<file path="config.mk">
export PLATFORM = sky130hd
export DESIGN_NAME = pc_sequencer
export DESIGN_NICKNAME = d
export VERILOG_FILES = /design/src/rtl/pc_sequencer.sv
export SDC_FILE = /design/constraint.sdc
export NUM_CORES = 1
export LEC_CHECK = 0
export CORE_ASPECT_RATIO = 0.5
export CORE_MARGIN = 4
export CORE_UTILIZATION = 46
export CTS_CLUSTER_SIZE = 14
export DETAILED_ROUTE_END_ITERATION = 16
export HOLD_SLACK_MARGIN = 0.06
export PLACE_DENSITY = 0.85
export SLEW_MARGIN = 10
export SYNTH_ARGS = -nofsm -noshare
export SYNTH_HDL_FRONTEND = slang
export SYNTH_SLANG_ARGS = --single-unit
</file>
<file path="constraint.sdc">
create_clock -name clk -period 4.7 [get_ports clk]
set_input_delay 1.175 -clock clk [delete_from_list [all_inputs] [get_ports clk]]
set_output_delay 1.175 -clock clk [all_outputs]
set_load 0.005 [all_outputs]
</file>
<file path="src/rtl/pc_sequencer.sv">
// PC sequencer: fetches one instruction at a time over a req/ready handshake, delivers it to
// decode over valid/ready, then redirects the PC from the decode resolution of that instruction.
module pc_sequencer #(
  parameter logic [31:0] RESET_VECTOR = 32'h0000_0000
) (
  input  logic        clk,
  input  logic        rst_n,
  output logic        imem_req,
  output logic [31:0] imem_addr,
  input  logic        imem_ready,
  input  logic [31:0] imem_rdata,
  output logic        instr_valid,
  input  logic        instr_ready,
  output logic [31:0] instr,
  output logic [31:0] pc,
  output logic [31:0] pc_plus4,
  input  logic        branch_take,
  input  logic [31:0] branch_off,
  input  logic        jump_take,
  input  logic [31:0] jump_shifted,
  input  logic        jr_take,
  input  logic [31:0] jr_addr,
  output logic        misalign_err
);

  localparam logic [1:0] StIdle    = 2'd0;
  localparam logic [1:0] StFetch   = 2'd1;
  localparam logic [1:0] StDeliver = 2'd2;
  localparam logic [1:0] StHalt    = 2'd3;

  logic [1:0]  state_q, state_d;
  logic [31:0] pc_q, pc_d;
  logic [31:0] instr_q, instr_d;
  logic        err_q, err_d;
  logic [31:0] next_pc;
  logic        jr_misaligned;

  // Only the low 28 bits of the jump index participate in the target.
  logic unused_jump_hi;
  assign unused_jump_hi = ^jump_shifted[31:28];

  assign pc_plus4      = pc_q + 32'd4;
  assign jr_misaligned = jr_take && (jr_addr[1:0] != 2'b00);

  always_comb begin
    next_pc = pc_plus4;
    if (jr_take) begin
      next_pc = jr_addr;
    end else if (jump_take) begin
      next_pc = {pc_plus4[31:28], jump_shifted[27:0]};
    end else if (branch_take) begin
      next_pc = pc_plus4 + branch_off;
    end
  end

  always_comb begin
    state_d = state_q;
    pc_d    = pc_q;
    instr_d = instr_q;
    err_d   = err_q;
    unique case (state_q)
      StIdle: state_d = StFetch;
      StFetch: begin
        if (imem_ready) begin
          instr_d = imem_rdata;
          state_d = StDeliver;
        end
      end
      StDeliver: begin
        if (instr_ready) begin
          if (jr_misaligned) begin
            err_d   = 1'b1;
            state_d = StHalt;
          end else begin
            pc_d    = next_pc;
            state_d = StFetch;
          end
        end
      end
      StHalt: state_d = StHalt;
      default: state_d = StIdle;
    endcase
  end

  always_ff @(posedge clk) begin
    if (!rst_n) begin
      state_q <= StIdle;
      pc_q    <= RESET_VECTOR;
      instr_q <= 32'h0000_0000;
      err_q   <= 1'b0;
    end else begin
      state_q <= state_d;
      pc_q    <= pc_d;
      instr_q <= instr_d;
      err_q   <= err_d;
    end
  end

  assign imem_req     = (state_q == StFetch);
  assign imem_addr    = pc_q;
  assign instr_valid  = (state_q == StDeliver);
  assign instr        = instr_q;
  assign pc           = pc_q;
  assign misalign_err = err_q;

endmodule

</file>
# After elaboration in Yosys (flattened, before gate mapping)

Cells that the tools add are included.

Add/sub/neg operators: 2
Equal/unequal tests: 5
Mux-type cells: 7
Bitwise logic cells: 1
Reductions and logical operators: 7

Operators by type and width:

| kind                    | number |
|---|---|
| $mux W32                | 3 |
| $add A32 B3 Y32 const B | 1 |
| $add A32 B32 Y32        | 1 |
| $pmux W2 S4             | 1 |
| $mux W2                 | 3 |
| $reduce_and A3 Y1       | 2 |
| $eq A2 B2 Y1 const B    | 2 |
| $ne A2 B1 Y1 const B    | 2 |
| $reduce_and A2 Y1       | 2 |
| $eq A2 B1 Y1 const B    | 1 |
| $logic_not A2 Y1        | 1 |
| $reduce_bool A2 Y1      | 1 |
| $logic_and A1 B1 Y1     | 1 |
| $not A1 Y1              | 1 |

Register bits: 67
Input bits: 135
Output and inout port bits: 131
Word-level logic and storage cells: 26

# Logic depth before layout (Yosys ltp)

Word-level depth: 5
Gate-level depth with buffers: 16
Gate-level depth less buffers: 16

# Worst setup path after synthesis

Ideal clock, no wire load.

Path kind: flip-flop to flip-flop
From: register pc_q[2], in the netlist imem_addr[2]
To: register pc_q[30], in the netlist imem_addr[30]
Library setup time: 0.062 ns
Data arrival time: 3.330 ns
Required time: 4.638 ns
Slack: 1.308 ns
Cell stages (with the launch flop): 16
Buffers on the path: 1
Clock period less this slack: 3.392 ns
Cell sequence: dfxtp_1 -> ha_1 -> nand4_1 -> nor3_4 -> nand2_1 -> xnor2_1 -> ha_1 -> clkbuf_1 -> a21o_1 -> a2111oi_4 -> o211a_4 -> nor3_2 -> a31oi_1 -> o21ai_1 -> mux2_1 -> nand3_1

Longest elaborated chain between the ends: 5

Ends and longest elaborated chain:

| element                | RTL line | text |
|---|---|---|
| from (decl)            | 32       | `logic [31:0] pc_q, pc_d;` |
| from (signal assigned) | 93       | `pc_q <= pc_d;` |
| $add A32 B3 Y32        | 42       | `assign pc_plus4 = pc_q + 32'd4;` |
| via pc_plus4[16]       | 16       | `output logic [31:0] pc_plus4,` |
| $add A32 B32 Y32       | 52       | `next_pc = pc_plus4 + branch_off;` |
| $mux W32               | 51       | `end else if (branch_take) begin` |
| $mux W32               | 49       | `end else if (jump_take) begin` |
| $mux W32               | 47       | `if (jr_take) begin` |

The timed path passes the listed nets, and every way through them passes these cells.
A chain may end at the register's enable or synchronous reset.

# Worst setup path in the final report

From: register pc_q[2], in the netlist imem_addr[2]
To: output port pc_plus4[26]

Longest elaborated chain between the ends: 1

Ends and longest elaborated chain:

| element         | RTL line |
|---|---|
| $add A32 B3 Y32 | 42 |
| to (decl)       | 16 |

Every way passes these cells.

==> flow_summary_export.csv <==
group,metric,value,unit
synthesis,synth_most_common_cell,"nand2_1",
route,vias_per_cell,5.77,
clocking,cts_buffers,9,
synthesis,synth_area,0.00592,mm^2
power,power_density,205,mW/mm^2
timing,max_clock_freq,230,MHz
clocking,cts_setup_buffers,0,
floorplanning,rows,28,
setup_path,r2r_setup_slack,0.53,ns
timing,period_needed,4.36,ns
floorplanning,die-height,88.2,um
setup_path,end_kind,"output pin",
placement,place_area,0.00837,mm^2
route,routed_wl,23.0,mm
synthesis,netlist_instances,804,
global_route,track_usage,29.2,%
clocking,clock_sink_count,67,
route,num_vias,6787,
setup_path,setup.worst_path.class,"reg2out",
synthesis,synth_cell_types,69,
timing,worst_pin_slew,1.13,ns
route,routedWlPerCell,19.5,um
setup_path,crit_arrival,3.18,ns
final_layout,synthToLayoutAreaGrowth,46.6,%
clocking,path_clk_slew,0.06,ns
floorplanning,die_w,168,um
timing,layout_setup_ws,0.344,ns
power,vdd_drop_max,0.000175,V
final_layout,final_core_util,71.2,%
placement,finalWeightedCongestion,0.946,
timing,slew_viol_final,0,
setup_path,regToRegStartpoint,"imem_addr[2]",
power,total_power,0.00178,W
global_route,grt_max_degree,43,
setup_path,cp.required,3.52,ns
global_route,grt_pass1_vias,6407,
setup_path,cp_slowest_cell,"clkdlybuf4s50_1",
global_route,grt_pass1_wl,34.6,mm
setup_path,slowest_delay,0.60,ns
setup_path,path_depth,7,
timing,clock-skew-final,0.0103,ns
setup_path,r2r_cells,15,
synthesis,synth_edf_count,0,
synthesis,seq_area_frac_synth,22.7,%
timing,fin_crit_sh,92.7,%
hold_path,hold_depth,2,
placement,place_ws,0.538,ns
route,detail_route.first_pass.iterations,5,
setup_path,crit_path_max_fanout,8,
clocking,worstSkewPairLatency,0.35,ns
timing,relSlewSlack,24.3,%
floorplanning,die-area,0.0149,mm^2
clocking,cts_hold_buf,0,
placement,port_buffers,261,
synthesis,synth.top_cells.by_count,"nand2_1, a21oi_1, dfxtp_1",
hold_path,min_to,"instr[31]",
synthesis,synthFlopType,"dfxtp_1",
power,p_leak,3.49,nW
final_layout,diodes,0,
floorplanning,core_area,0.0122,mm^2
global_route,antenna_found_initial,0,
floorplanning,io_pins,266,
clocking,cts_tree,"done",
synthesis,ys_seq_elements,67,
timing,setup_viol,0,
timing,rsz0062_at_grt,"no",
setup_path,cp.buffers_inverters,1,
clocking,cts_root_buf,"clkbuf_16",
setup_path,cp-start-kind,"flip-flop",
timing,hold_viol_final,0,
global_route,grt_remaining_overflow,0,
setup_path,crit_chain,"ha_1, nand4_1, nor3_4, nand3_4, nor3_1, xor2_1, clkdlybuf4s50_1",
synthesis,synthArstFlopShare,0,%
clocking,h-tree-depth,3,
synthesis,synth_nets,979,
hold_path,hp-start,"instr[31]",
clocking,max-clock-path-buffers,2,
hold_path,hold_class,"reg2reg",
synthesis,synthTopCellsByArea,"dfxtp_1, nand2_1, ha_1, a21oi_1, xnor2_1",
synthesis,yosysTopAreaCellShare,22.7,%
route,drt_iter0_markers,596,
setup_path,rr_endpoint,"imem_addr[27]",
final_layout,drive_above_1_share,4.45,%
final_layout,finalInstanceArea,0.00868,mm^2
floorplanning,start_util,48.6,%
synthesis,syn_avg_cell_area,7.36,um^2
status,status,"finished, final reports clean",
synthesis,yosys.area.top_type,"dfxtp_1",
flow_run,drv_cap,0,
final_layout,nNetsFinal,1181,
synthesis,yosysWarnings,0,
timing,tns,0,ns
clocking,cts-resized-gates,0,
setup_path,critical_path.top_delay_family,"simple AND/OR/NAND/NOR gates",
route,drcViolationCount,0,
placement,hpwl,17.9,mm
route,ant_nets,0,
through the flow:
step	hold slack, ns	cells
2_1_floorplan	0.460	804
3_3_place_gp	0.449	1160
3_5_place_dp	0.457	1160
4_1_cts	0.465	1176
5_1_grt	0.485	1176
6_report	0.462	1176
report_power, final:
group / switching (W) / internal, W
combinational: 0.000209 / 0.000245
sequential: 0.0000217 / 0.000590
clock: 0.000297 / 0.000420
cell usage in the layout, fill, tap and decap left out, types with 7 or more instances in the layout:
cell,synthesis,final
clkdlybuf4s50_1,0,260
nand2_1,153,153
a21oi_1,72,72
dfxtp_1,67,67
o21ai_0,51,51
nor2_1,43,43
nand3_1,39,39
ha_1,39,39
a21boi_0,36,36
xnor2_1,32,32
xor2_1,18,18
inv_1,15,15
a21o_1,14,14
o211ai_1,11,11
clkbuf_16,0,9
o21a_1,8,8
mux2i_1,8,8
nor2b_1,8,8
nand2b_1,7,7
o211a_1,7,7
nand4_1,7,7
buf_4,34,7
per-layer routing:
| layer | track usage (%) | wire length, um | vias up |
|---|---|---|---|
| met4 | 9.20 | 523 | 0 |
| met5 | 0 | 0 | - |
| met1 | 38.5 | 9710 | 3173 |
| met2 | 49.4 | 10800 | 336 |
| li1 | - | - | 3230 |
| met3 | 5.31 | 1890 | 48 |
cells by family after synthesis:
group                      share of synthesized area [%]
and+or+nand+nor                                     23.2
AOI/OAI and AO/OA                                   28.2
buffers and inverters                               8.07
DFF                                                 22.7
xor gates and xnor gates                            7.67
adders and majority gates                           8.58
muxes                                               1.54
state kept, by name (all words and copies together), names as in the netlist:
name,cells
imem_addr,32
instr,32
misalign_err,1
state_q,2
area by class of cell:
class / count / area [um^2]
multi-input combinational: 644 / 4100
fill: 1019 / 3510
timing repair buffer: 268 / 2660
sequential: 67 / 1340
clock buffer: 9 / 225
tap: 165 / 206
clock inverter: 7 / 83.8
inverter: 16 / 60.1
worst min-delay path: stages, from the launching register on:
cell      delay (ns)
dfxtp_1         0.31
nand2_1         0.05
a21boi_0        0.06
worst max path at each step:
stage	start	end
2_1_floorplan	imem_addr[2]	imem_addr[30]
3_3_place_gp	branch_off[0]	imem_addr[14]
3_5_place_dp	branch_off[0]	imem_addr[14]
4_1_cts	imem_addr[8]	pc_plus4[25]
5_1_grt	imem_addr[2]	pc_plus4[26]
6_report	imem_addr[2]	pc_plus4[26]
(Power assumes the default switching activity.)
==> variant 1: new RTL, same flow settings <==
Put one more register stage on the output `misalign_err`, without a reset. The value now appears one clock later. The other outputs are not delayed to match.
--- a/src/rtl/pc_sequencer.sv
+++ b/src/rtl/pc_sequencer.sv
@@ -103,3 +103,5 @@
   assign pc           = pc_q;
-  assign misalign_err = err_q;
+  always_ff @(posedge clk) begin
+    misalign_err <= err_q;
+  end
 
Function: changed (a bounded check fails within 4 cycles, from zero or initial values and one cycle with rst_n low).
==> variant 1 against the original RTL <==
  * Worst setup slack improved by 73 ps
  * Count of clock-buffer cells in the layout did not move
  * Critical path type unchanged
  * Sequential cell count rose by 1
  * Power rose by 1.6%
  * Global-route usage fell by 1.2 points
  * Highest routed layer unchanged
  * Largest power group unchanged
  * Register-to-register slack got worse by 70 ps
  * Synthesized area rose by 0.34%
  * Clock skew fell by 2.4 ps
  * Routed wire length fell by 4.6%
  * Final area rose by 0.65%
==> variant 1: results (changes against the original RTL) <==
outcome = completed
Synth Area in Compound Gates = 0.281 (-0.000952)
Synth area leaders = dfxtp_1 23%, nand2_1 9.7%, ha_1 8.2%, a21oi_1 6.1%, xnor2_1 4.7%
WL met1 = 9.55 mm (-1.7%)
Seq/Total Area, Yosys = 0.229 (+0.00261)
routed wl met3 = 1.75 mm (-7.6%)
worst path arrival time = 3110 ps (-70 ps)
# nets final = 1,184 (+0.25%)
dpl hpwl = 17.1 mm (-4.2%)
Reg-to-Reg Start = imem_addr[2]$_SDFFE_PN0P_
Worst Setup EP = pc_plus4[25]
mux cell area share after synthesis = 0.0154 (-0.0000520)
Clock Latency Late Sink = 330 ps (-20 ps)
global-route wire length before repair = 33.3 mm (-3.8%)
clk_skew = 7.94 ps (-2.38 ps)
Critical R2R Capture = imem_addr[30]$_SDFFE_PN0P_
R2R setup slack = 460 ps (-70 ps)
max_slew headroom = 0.229 (-0.0139)
Clk power = 0.741 mW (+3.3%)
number of global-route vias before repair = 6,126 (-4.4%)
Pint = 1.31 mW (+4.5%)
seq pwr = 0.619 mW (+1%)
post-synthesis xor/xnor area fraction = 0.0765 (-0.000259)
worst-case reg-to-reg path depth = 14 (-1)
sequential share of power = 0.342 (about the same)
gr usage total = 0.280 (-0.0121)
post-DR vias/cell = 5.68 (-1.5%)
Post-Synthesis Net Count = 980 (+0.10%)
top cells by count, synth = 153 x nand2_1, 72 x a21oi_1, 68 x dfxtp_1, 51 x o21ai_0, 43 x nor2_1
met2 wire length = 10.2 mm (-5.5%)
GPL Wtd Cong = 0.942 (-0.41%)
DRT Wirelength = 21.9 mm (-4.6%)
min-delay src = err_q$_SDFFE_PN0P_
maximum fanout along the worst path = 7 (-1)
maximum vdd drop = 0.170 mV (-2.8%)
DR iter-0 viols = 611 (+2.5%)
Synth Area in Adders = 0.0855 (-0.000289)
Hold Crit Endpoint = misalign_err$_DFF_P_
Hold Path Depth = 0 (-2)
Root Driver = clkbuf_16
hold slack final = 353 ps (-109 ps)
Layout fillers = 1,057 (+3.7%)
CTS buffer count = 9 (unchanged)
P_leak = 3.51 nW (+0.72%)
fraction of layout cells with a size suffix above 1 = 0.0464 (+0.00184)
Tightest Pin Transition = 1160 ps (+20.9 ps)
CP startpoint = imem_addr[8]$_SDFFE_PN0P_
==> variant 1: critical path: stages, from the launching register on <==
cell and delay [ps]:
dfxtp_1 580, nand4_4 210, nor4_4 300, and3_2 320
nand4_2 180, inv_1 130, nand2_1 70, xnor2_1 390
clkdlybuf4s50_1 610
==> variant 1: per-stage QoR <==
step	std cells	setup WS (ps)	area [µm²]
finish	1184	417	8730
global route	1184	116	8730
CTS	1184	446	8730
detailed placement	1168	493	8410
global placement	1168	565	8410
floorplan	805	1310	5940
==> variant 1: layer usage <==
metal,GRT usage,up-vias
met1,0.381,3145
met3,0.0451,29
met4,0.0626,0
li1,-,3230
met2,0.474,327
met5,0,-
==> variant 1: cell type report <==
class                           count  area, µm²  share of cell area
Multi-Input combinational cell    644       4100               0.469
Tap cell                          170        213              0.0244
Sequential cell                    68       1360               0.156
Clock inverter                      7       98.8              0.0113
Clock buffer                        9        225              0.0258
Inverter                           16       60.1             0.00688
Timing Repair Buffer              270       2680               0.306
==> variant 2: new RTL, same settings <==
Made on the original files. Make the reset (`rst_n`) asynchronous in one clocked block.
--- a/src/rtl/pc_sequencer.sv
+++ b/src/rtl/pc_sequencer.sv
@@ -84,3 +84,3 @@
 
-  always_ff @(posedge clk) begin
+  always_ff @(posedge clk or negedge rst_n) begin
     if (!rst_n) begin
Behaviour: differs if rst_n is asserted again (counterexample within 4 cycles, from zero or initial values and one cycle with rst_n low); with rst_n held inactive, the same outputs for 4 cycles.
==> variant 2 against the original RTL <==
  * Worst setup slack lost 48 ps
  * Maximum frequency shrank 1.1%
  * Highest routed layer unchanged
  * Final area shrank 2.1%
  * Critical path type unchanged
  * Routed wire length shrank 15%
  * Sequential cell count is the same
  * First-iteration DRC count shrank 26%
  * Critical endpoint is now pc_plus4[29]
  * Non-clock buffer count grew 5
  * Synthesized cell count shrank 17%
  * Synthesized area shrank 4.7%
  * Via count shrank 13%
  * Global-route usage shrank 2.4 points
  * Largest cell class unchanged
  * Core utilization grew 0.11 points
Power is not compared: it rests on default switching activity, and its combinational part moved more than twofold at a synthesized area within 25%.
==> variant 2: results (changes against the original RTL) <==
outcome = completed
Seq/Total Area, Yosys = 0.297 (+0.0705)
DRT Wirelength = 19.6 mm (-15%)
top cells by count, synth = 71 x nand2_1, 67 x dfrtp_1, 56 x a21oi_1, 53 x nor2_1, 51 x o21ai_0
DR iter-0 viols = 441 (-26%)
clk_skew = 11.9 ps (+1.60 ps)
gr usage total = 0.268 (-0.0241)
routed wl met3 = 1.58 mm (-16%)
GPL Wtd Cong = 0.950 (+0.43%)
met3 usage = 0.0437 (-0.00940)
P_comb = 3.02 mW
non-clk buf share = 0.317 (+0.0106)
min-delay src = misalign_err$_DFFE_PN0P_
Synth area leaders = dfrtp_1 30%, ha_1 8.6%, mux2_2 6.4%, a21oi_1 5.0%, xnor2_1 4.8%
area of the multi-input gates = 3540 µm² (-14%)
largest net degree at the start of global routing = 52 (+21%)
Critical R2R Capture = imem_addr[30]$_DFFE_PN0P_
Synth cell types = 55 (-20%)
Hold Crit Endpoint = misalign_err$_DFFE_PN0P_
via count = 5,914 (-13%)
number of global-route vias before repair = 5,796 (-9.5%)
worst path arrival time = 3230 ps (+50 ps)
synthesized area per cell = 8.41 µm² (+14%)
Buffers, non-clock = 273 (+1.9%)
ys async rst share = 1.00 (+1.00)
GR Util met1 = 0.342 (-0.0432)
dpl hpwl = 15.3 mm (-14%)
hold slack final = 486 ps (+23.9 ps)
CP max stage delay = 570 ps (-30 ps)
global-route wire length before repair = 30.4 mm (-12%)
Sequential cell area = 1680 µm² (+25%)
Post-Synthesis Net Count = 846 (-14%)
clock buffers = 10 (+1)
clk tree area frac = 0.0373 (+0.00167)
WL met1 = 7.99 mm (-18%)
#MultiIn Comb = 524 (-19%)
M2 GR Usage = 0.468 (-0.0263)
fin cells = 1,061 (-9.8%)
worst-case reg-to-reg path depth = 19 (+4)
met2 wire length = 9.57 mm (-12%)
Reg-to-Reg Start = imem_addr[4]$_DFFE_PN0P_
Hold Path Depth = 1 (-1)
Tightest Pin Transition = 1130 ps (-0.0770 ps)
R2R setup slack = 360 ps (-170 ps)
variant 2: worst max-delay path by stage:
stage | startpoint | endpoint | slack (ps)
after CTS | imem_addr[4]$_DFFE_PN0P_ | pc_plus4[29] | 380
after detailed placement | branch_off[0] | imem_addr[30]$_DFFE_PN0P_ | 150
final | imem_addr[4]$_DFFE_PN0P_ | pc_plus4[29] | 300
after global routing | imem_addr[4]$_DFFE_PN0P_ | imem_addr[30]$_DFFE_PN0P_ | 8
after floorplan | branch_off[0] | imem_addr[28]$_DFFE_PN0P_ | 950
after global placement | branch_off[0] | imem_addr[28]$_DFFE_PN0P_ | 190
variant 2: cells by family (layout without fill, tap and decap cells):
logic type	Yosys count	count (layout)	share of synthesized area
AOI/OAI and AO/OA	184	184	0.207
buffers and inverters	80	305	0.0767
and+or+nand+nor	207	207	0.169
adders and majority gates	40	40	0.0900
xor gates and xnor gates	54	54	0.0838
DFF	67	67	0.297
muxes	39	39	0.0763
